[config.mk]
export PLATFORM = sky130hd
export DESIGN_NAME = fetch_unit
export DESIGN_NICKNAME = d
export VERILOG_FILES = /design/src/rtl/riscv_32im_pkg.sv /design/src/rtl/fetch_fifo.sv /design/src/rtl/fetch_unit.sv
export SDC_FILE = /design/constraint.sdc
export NUM_CORES = 1
export LEC_CHECK = 0
export BUFFER_PORTS_ARGS = -buffer_cell sky130_fd_sc_hd__buf_2
export CAP_MARGIN = 30
export CORE_UTILIZATION = 44
export CTS_CLUSTER_DIAMETER = 40
export DETAILED_ROUTE_END_ITERATION = 10
export PLACE_DENSITY = 0.66
export SYNTH_ARGS = -nofsm -noshare
export SYNTH_HDL_FRONTEND = slang
export SYNTH_SLANG_ARGS = --single-unit
[constraint.sdc]
create_clock -name clk_i -period 4.1 [get_ports clk_i]
set_clock_uncertainty 0.1 [all_clocks]
set_input_delay 0.41 -clock clk_i [delete_from_list [all_inputs] [get_ports clk_i]]
set_output_delay 0.41 -clock clk_i [all_outputs]
set_load 0.005 [all_outputs]
[src/rtl/riscv_32im_pkg.sv]
// Shared types and memory-map constants for the RV32IM core front end.
package riscv_32im_pkg;

   localparam logic [31:0] MAP_IMEM_BASE = 32'h0000_0000;

   typedef enum logic [0:0] {
      StRun   = 1'b0,
      StFault = 1'b1
   } fetch_state_e;

   typedef struct packed {
      logic [31:0] pc;
      logic [31:0] instr;
      logic        fetch_err;
   } fetch_pkt_t;

endpackage

[src/rtl/fetch_fifo.sv]
// Small circular buffer of fetch packets; flush empties it, and a push in the
// same cycle as a flush becomes the sole entry.
module fetch_fifo
   import riscv_32im_pkg::*;
#(
   parameter int unsigned Depth = 2
) (
   input  logic                         clk_i,
   input  logic                         rst_ni,
   input  logic                         push_i,
   input  fetch_pkt_t                   push_pkt_i,
   input  logic                         pop_i,
   input  logic                         flush_i,
   output logic [$clog2(Depth+1)-1:0]   count_o,
   output fetch_pkt_t                   head_o
);

   localparam int unsigned CntW = $clog2(Depth + 1);
   localparam int unsigned PtrW = (Depth > 1) ? $clog2(Depth) : 1;

   fetch_pkt_t            mem_q [Depth];
   fetch_pkt_t            mem_d [Depth];
   logic [PtrW-1:0]       wr_ptr_q, wr_ptr_d, rd_ptr_q, rd_ptr_d;
   logic [CntW-1:0]       count_q, count_d;

   // Wrap explicitly so non-power-of-two depths still work.
   function automatic logic [PtrW-1:0] ptr_inc(logic [PtrW-1:0] p);
      return (p == PtrW'(Depth - 1)) ? '0 : p + 1'b1;
   endfunction

   always_comb begin
      mem_d    = mem_q;
      wr_ptr_d = wr_ptr_q;
      rd_ptr_d = rd_ptr_q;
      count_d  = count_q;
      if (flush_i) begin
         wr_ptr_d = '0;
         rd_ptr_d = '0;
         count_d  = '0;
         if (push_i) begin
            mem_d[0] = push_pkt_i;
            wr_ptr_d = ptr_inc('0);
            count_d  = CntW'(1);
         end
      end else begin
         if (push_i) begin
            mem_d[wr_ptr_q] = push_pkt_i;
            wr_ptr_d        = ptr_inc(wr_ptr_q);
         end
         if (pop_i) begin
            rd_ptr_d = ptr_inc(rd_ptr_q);
         end
         if (push_i && !pop_i) begin
            count_d = count_q + CntW'(1);
         end else if (!push_i && pop_i) begin
            count_d = count_q - CntW'(1);
         end
      end
   end

   always_ff @(posedge clk_i or negedge rst_ni) begin
      if (!rst_ni) begin
         mem_q    <= '{default: '0};
         wr_ptr_q <= '0;
         rd_ptr_q <= '0;
         count_q  <= '0;
      end else begin
         mem_q    <= mem_d;
         wr_ptr_q <= wr_ptr_d;
         rd_ptr_q <= rd_ptr_d;
         count_q  <= count_d;
      end
   end

   assign count_o = count_q;
   assign head_o  = mem_q[rd_ptr_q];

endmodule

[src/rtl/fetch_unit.sv]
// Instruction fetch: credit-limited sequential imem requests, response buffering
// for decode, and trap/redirect retargeting with misaligned-target fault packets.
module fetch_unit
   import riscv_32im_pkg::*;
#(
   parameter logic [31:0] RESET_PC   = MAP_IMEM_BASE,
   parameter int unsigned FIFO_DEPTH = 2
) (
   input  logic        clk_i,
   input  logic        rst_ni,
   input  logic        trap_valid_i,
   input  logic [31:0] trap_pc_i,
   input  logic        redirect_valid_i,
   input  logic [31:0] redirect_pc_i,
   output logic        imem_valid_o,
   output logic        imem_ready_o,
   output logic [31:0] imem_addr_o,
   input  logic        imem_valid_i,
   input  logic [31:0] imem_instr_i,
   output logic        id_valid_o,
   output logic [31:0] id_pc_o,
   output logic [31:0] id_instr_o,
   output logic        id_fetch_err_o,
   input  logic        id_ready_i
);

   localparam int unsigned CntW = $clog2(FIFO_DEPTH + 1);

   fetch_state_e    state_q, state_d;
   logic [31:0]     pc_q, pc_d, inflight_pc_q, inflight_pc_d;
   logic            inflight_q, inflight_d;
   logic            redir, redir_misaligned, credit_ok, issue, push, pop;
   logic [31:0]     redir_pc, occupancy;
   logic [CntW-1:0] count;
   fetch_pkt_t      push_pkt, head_pkt;

   // Trap wins over a branch redirect.
   assign redir            = trap_valid_i | redirect_valid_i;
   assign redir_pc         = trap_valid_i ? trap_pc_i : redirect_pc_i;
   assign redir_misaligned = redir_pc[1:0] != 2'b00;

   always_ff @(posedge clk_i or negedge rst_ni) begin
      if (!rst_ni) begin
         state_q       <= StRun;
         pc_q          <= RESET_PC;
         inflight_q    <= 1'b0;
         inflight_pc_q <= '0;
      end else begin
         state_q       <= state_d;
         pc_q          <= pc_d;
         inflight_q    <= inflight_d;
         inflight_pc_q <= inflight_pc_d;
      end
   end

   always_comb begin
      state_d       = state_q;
      pc_d          = pc_q;
      inflight_d    = issue;
      inflight_pc_d = issue ? pc_q : inflight_pc_q;
      if (redir) begin
         state_d = redir_misaligned ? StFault : StRun;
         pc_d    = redir_pc;
      end else if (issue) begin
         pc_d = pc_q + 32'd4;
      end
   end

   always_comb begin
      // Responses already in flight still hold a slot, so count them against the buffer.
      occupancy    = 32'(count) + 32'(inflight_q) - 32'(pop);
      credit_ok    = occupancy < FIFO_DEPTH;
      // Gating with rst_ni keeps the request low while reset is held.
      imem_valid_o = rst_ni && (state_q == StRun) && !redir && credit_ok;
      imem_ready_o = imem_valid_o;
      issue        = imem_valid_o && imem_ready_o;
      imem_addr_o  = pc_q;

      id_valid_o     = count != '0;
      id_pc_o        = head_pkt.pc;
      id_instr_o     = head_pkt.instr;
      id_fetch_err_o = head_pkt.fetch_err;
      pop            = id_valid_o && id_ready_i;

      if (redir) begin
         push     = redir_misaligned;
         push_pkt = '{pc: redir_pc, instr: 32'h0, fetch_err: 1'b1};
      end else begin
         push     = inflight_q && imem_valid_i;
         push_pkt = '{pc: inflight_pc_q, instr: imem_instr_i, fetch_err: 1'b0};
      end
   end

   fetch_fifo #(
      .Depth (FIFO_DEPTH)
   ) u_fetch_fifo (
      .clk_i      (clk_i),
      .rst_ni     (rst_ni),
      .push_i     (push),
      .push_pkt_i (push_pkt),
      .pop_i      (pop),
      .flush_i    (redir),
      .count_o    (count),
      .head_o     (head_pkt)
   );

endmodule

==> impl_metrics.toml <==
[synthesis]
seq_total_area_yosys = 0.5069
synth_fp_nets = 1051
synth.top_cell.area_share = 0.5069
postSynthRegisterBits = 200
synth_area_leaders = "sky130_fd_sc_hd__dfrtp_1 51%, sky130_fd_sc_hd__mux2_2 13%, sky130_fd_sc_hd__nand2_1 7.0%"
netlist_area_mm2 = 0.009873
synth_edf_count = 0
post_synth.cell_area_avg_um2 = 10.43
yosysWarnings = 0
postSynth.asyncResetShare = 1.000
syn-instance-count = 947
synth_area_leader_cell = "sky130_fd_sc_hd__dfrtp_1"
ys_top_cells_by_count = "200 x sky130_fd_sc_hd__dfrtp_1, 183 x sky130_fd_sc_hd__nand2_1, 115 x sky130_fd_sc_hd__mux2_2"
synth.distinct_cells = 58
synth_flop_cell = "sky130_fd_sc_hd__dfrtp_1"
yosysMostFrequentCell = "sky130_fd_sc_hd__dfrtp_1"

[sta]
timing_hold_violations_final = 0
report.final.setup_viol = 0
worstMarginPinSlew_ns = 0.9844
tns_ns = 0
post-route-min-period_ns = 3.495
max_slew_vio_count = 0
timing.final.ws_setup_ns = 0.6054
fmax_ghz = 0.2862
fin_crit_sh = 0.8523
max-slew-margin-rel = 0.3412
grt_setup_unrepaired = "false"

[global_route]
grt_max_degree = 85
antenna_violations_before_repair = 1
gr-usage-all-layers = 0.2319
globalRoute.totalOverflow = 0
grt_first_pass_wirelength_mm = 40.95
first_global_vias = 7639

[cts]
clk-insertion-delay-late_ns = 0.44
cts_buffers = 17
path_clk_slew_ns = 0.08
cts.path.max_buffers = 2
postCtsSetupRepairBufs = 0
cts_tree = "done"
clk_root_buffer_cell = "sky130_fd_sc_hd__clkbuf_16"
clock_sink_count = 200
h-tree-depth = 4

[placed_design]
gp_congestion = 0.7927
place.port_buffers = 201
dpl_worst_slack_ns = 0.9713
place_hpwl_mm = 17.48

[final_layout]
fillCellCount = 2005
layout_cells_sized_above_1 = 0.3595
synthToLayoutAreaGrowth_pct = 18.46
finish.net_count = 1223

[die]
placeableCoreArea_mm2 = 0.02189
die_area_mm2 = 0.02304
ioPinCount = 202
chipHeight_um = 151.8
start_util = 0.4510
fp.dieW_um = 151.8
row_count = 54

[setup_path]
timing.critical_path.from_type = "flip-flop"
required_ns = 3.59
timing.critical_path.arrival_ns = 2.98
timing.critical_path.to_type = "output port"
path_max_fanout = 19
critical_path_cell_with_the_highest_stage_delay = "sky130_fd_sc_hd__fa_1"
worst-setup-path-type = "reg2out"
crit_path_cell_trace = "nand3b_1 > a21boi_0 > fa_1 > nor2_1 > and3_1 > buf_4 > nand2_4 > inv_1 > buf_2"
slowest_delay_ns = 0.45

[detailed_routing]
drt-initial-drc-count = 360
avgRoutedWirePerCell_um = 18.20
route.final.wire_length_mm = 25.72
postRouteAntennaNets = 0
drt-pass1-iter-count = 6
drc = 0
vias = 7726
routed_vias_inst = 5.468

[power]
total_leakage_power_nw = 5.761
highest_ir_drop_seen_on_vdd_mv = 0.2148
power.density_mw_per_mm2 = 423.4

[run]
max_cap_viol_count = 0

[status]
outcome = "complete, no violations"

[min_path]
hp-class = "in2reg"
==> worst max-delay path, delay by kind of cell (launching register included) <==
family / cells / cell delay [ns]
compound gates: 1 / 0.27
fa+ha+maj: 1 / 0.45
buf+inv: 3 / 0.57
flops: 1 / 0.44
simple gates: 4 / 0.81
==> layer usage <==
| metal | vias up | track usage | share of wire |
|---|---|---|---|
| met5 | - | 0 | 0 |
| met4 | 0 | 0.07277 | 0.011 |
| met3 | 24 | 0.04251 | 0.061 |
| met2 | 216 | 0.3789 | 0.47 |
| met1 | 3794 | 0.3113 | 0.45 |
| li1 | 3692 | - | - |
==> registers in the layout, summed over array words and instances, names as in the netlist <==
register,flops
state_q,1
imem_addr_o,32
u_fetch_fifo.mem_q,130
inflight_q,1
u_fetch_fifo.wr_ptr_q,1
inflight_pc_q,32
u_fetch_fifo.rd_ptr_q,1
u_fetch_fifo.count_o,2
==> power breakdown <==
group          leakage [nW]  internal [mW]  switching [mW]  total (mW)
Sequential             2.64           2.20           0.203        2.40
Combinational          2.83          0.417           0.377       0.794
Clock                 0.291          0.929           0.827        1.76
Total                  5.76           3.55            1.41        4.95
==> area by class of cell <==
type	instances	area (µm²)	area share
Antenna cell	1	2.502	0.0002139
Clock buffer	18	429.2	0.03669
Clock inverter	14	177.7	0.01519
Inverter	4	15.01	0.001284
Multi-Input combinational cell	679	4528	0.3871
Sequential cell	200	5006	0.4280
Tap cell	280	350.3	0.02995
Timing Repair Buffer	217	1187	0.1015
==> placed cells by master (no fill, tap or decap), types with 3 or more instances in the layout <==
master / count
sky130_fd_sc_hd__buf_2: 200
sky130_fd_sc_hd__dfrtp_1: 199
sky130_fd_sc_hd__nand2_1: 183
sky130_fd_sc_hd__mux2_2: 115
sky130_fd_sc_hd__o21ai_0: 104
sky130_fd_sc_hd__a21oi_1: 72
sky130_fd_sc_hd__mux2_4: 27
sky130_fd_sc_hd__a31oi_1: 20
sky130_fd_sc_hd__nor2_1: 17
sky130_fd_sc_hd__clkbuf_16: 17
sky130_fd_sc_hd__a21o_1: 15
sky130_fd_sc_hd__and2_1: 15
sky130_fd_sc_hd__and3_1: 14
sky130_fd_sc_hd__nand3_1: 11
sky130_fd_sc_hd__buf_4: 11
sky130_fd_sc_hd__o22a_1: 7
sky130_fd_sc_hd__o31ai_1: 6
sky130_fd_sc_hd__a41oi_1: 6
sky130_fd_sc_hd__nand4_1: 5
sky130_fd_sc_hd__inv_6: 5
sky130_fd_sc_hd__nand2b_1: 4
sky130_fd_sc_hd__a21boi_0: 4
sky130_fd_sc_hd__xnor2_1: 4
sky130_fd_sc_hd__buf_12: 4
sky130_fd_sc_hd__inv_1: 3
sky130_fd_sc_hd__xor2_1: 3
sky130_fd_sc_hd__nor3b_1: 3
sky130_fd_sc_hd__and4_1: 3
sky130_fd_sc_hd__a31o_2: 3
sky130_fd_sc_hd__a2bb2oi_1: 3
sky130_fd_sc_hd__inv_8: 3
==> repair_timing <==
item,in CTS,in global routing
gates resized for setup,0,0
endpoints found under the hold margin,57,0
hold buffers,1,0
==> kinds of logic after synthesis <==
family                   count (synthesis)  share of synthesized area
AO/OA/AOI/OAI                          253                     0.1480
multiplexers                           144                     0.1744
AND/OR/NAND/NOR                        273                     0.1251
flip-flops                             200                     0.5069
XOR/XNOR                                 7                   0.006210
adder cells (fa/ha/maj)                  2                   0.003295
buffers and inverters                   68                    0.03612
==> metrics by stage <==
step                total power [mW]  hold slack, ns    util  instance area, µm²  std cells
floorplan                      2.878         0.01441       -                9873        947
global placement               3.216          0.3109  0.5060               11080       1379
detailed placement             3.235          0.3112  0.5060               11080       1379
CTS                            4.986         0.09930  0.5342               11690       1412
global route                   5.177          0.1029  0.5343               11700       1413
finish                         4.952          0.1096  0.5343               11700       1413
==> path summary, 6_finish.rpt <==
path                                         start                      to  slack [ns]  depth (start not counted)
setup / recovery           u_fetch_fifo.count_o[0]            imem_ready_o        0.61                          9
hold / removal                    imem_instr_i[14]  u_fetch_fifo.mem_q[80]        0.11                          3
setup reg to reg           u_fetch_fifo.count_o[0]        inflight_pc_q[3]        1.00                          9
hold reg to reg             u_fetch_fifo.mem_q[65]  u_fetch_fifo.mem_q[65]        0.38                          2
max in group asynchronous                   rst_ni  u_fetch_fifo.mem_q[34]        1.88                          4
min in group asynchronous                   rst_ni  u_fetch_fifo.mem_q[19]        0.38                          2
Power figures use the tool's default switching activity.
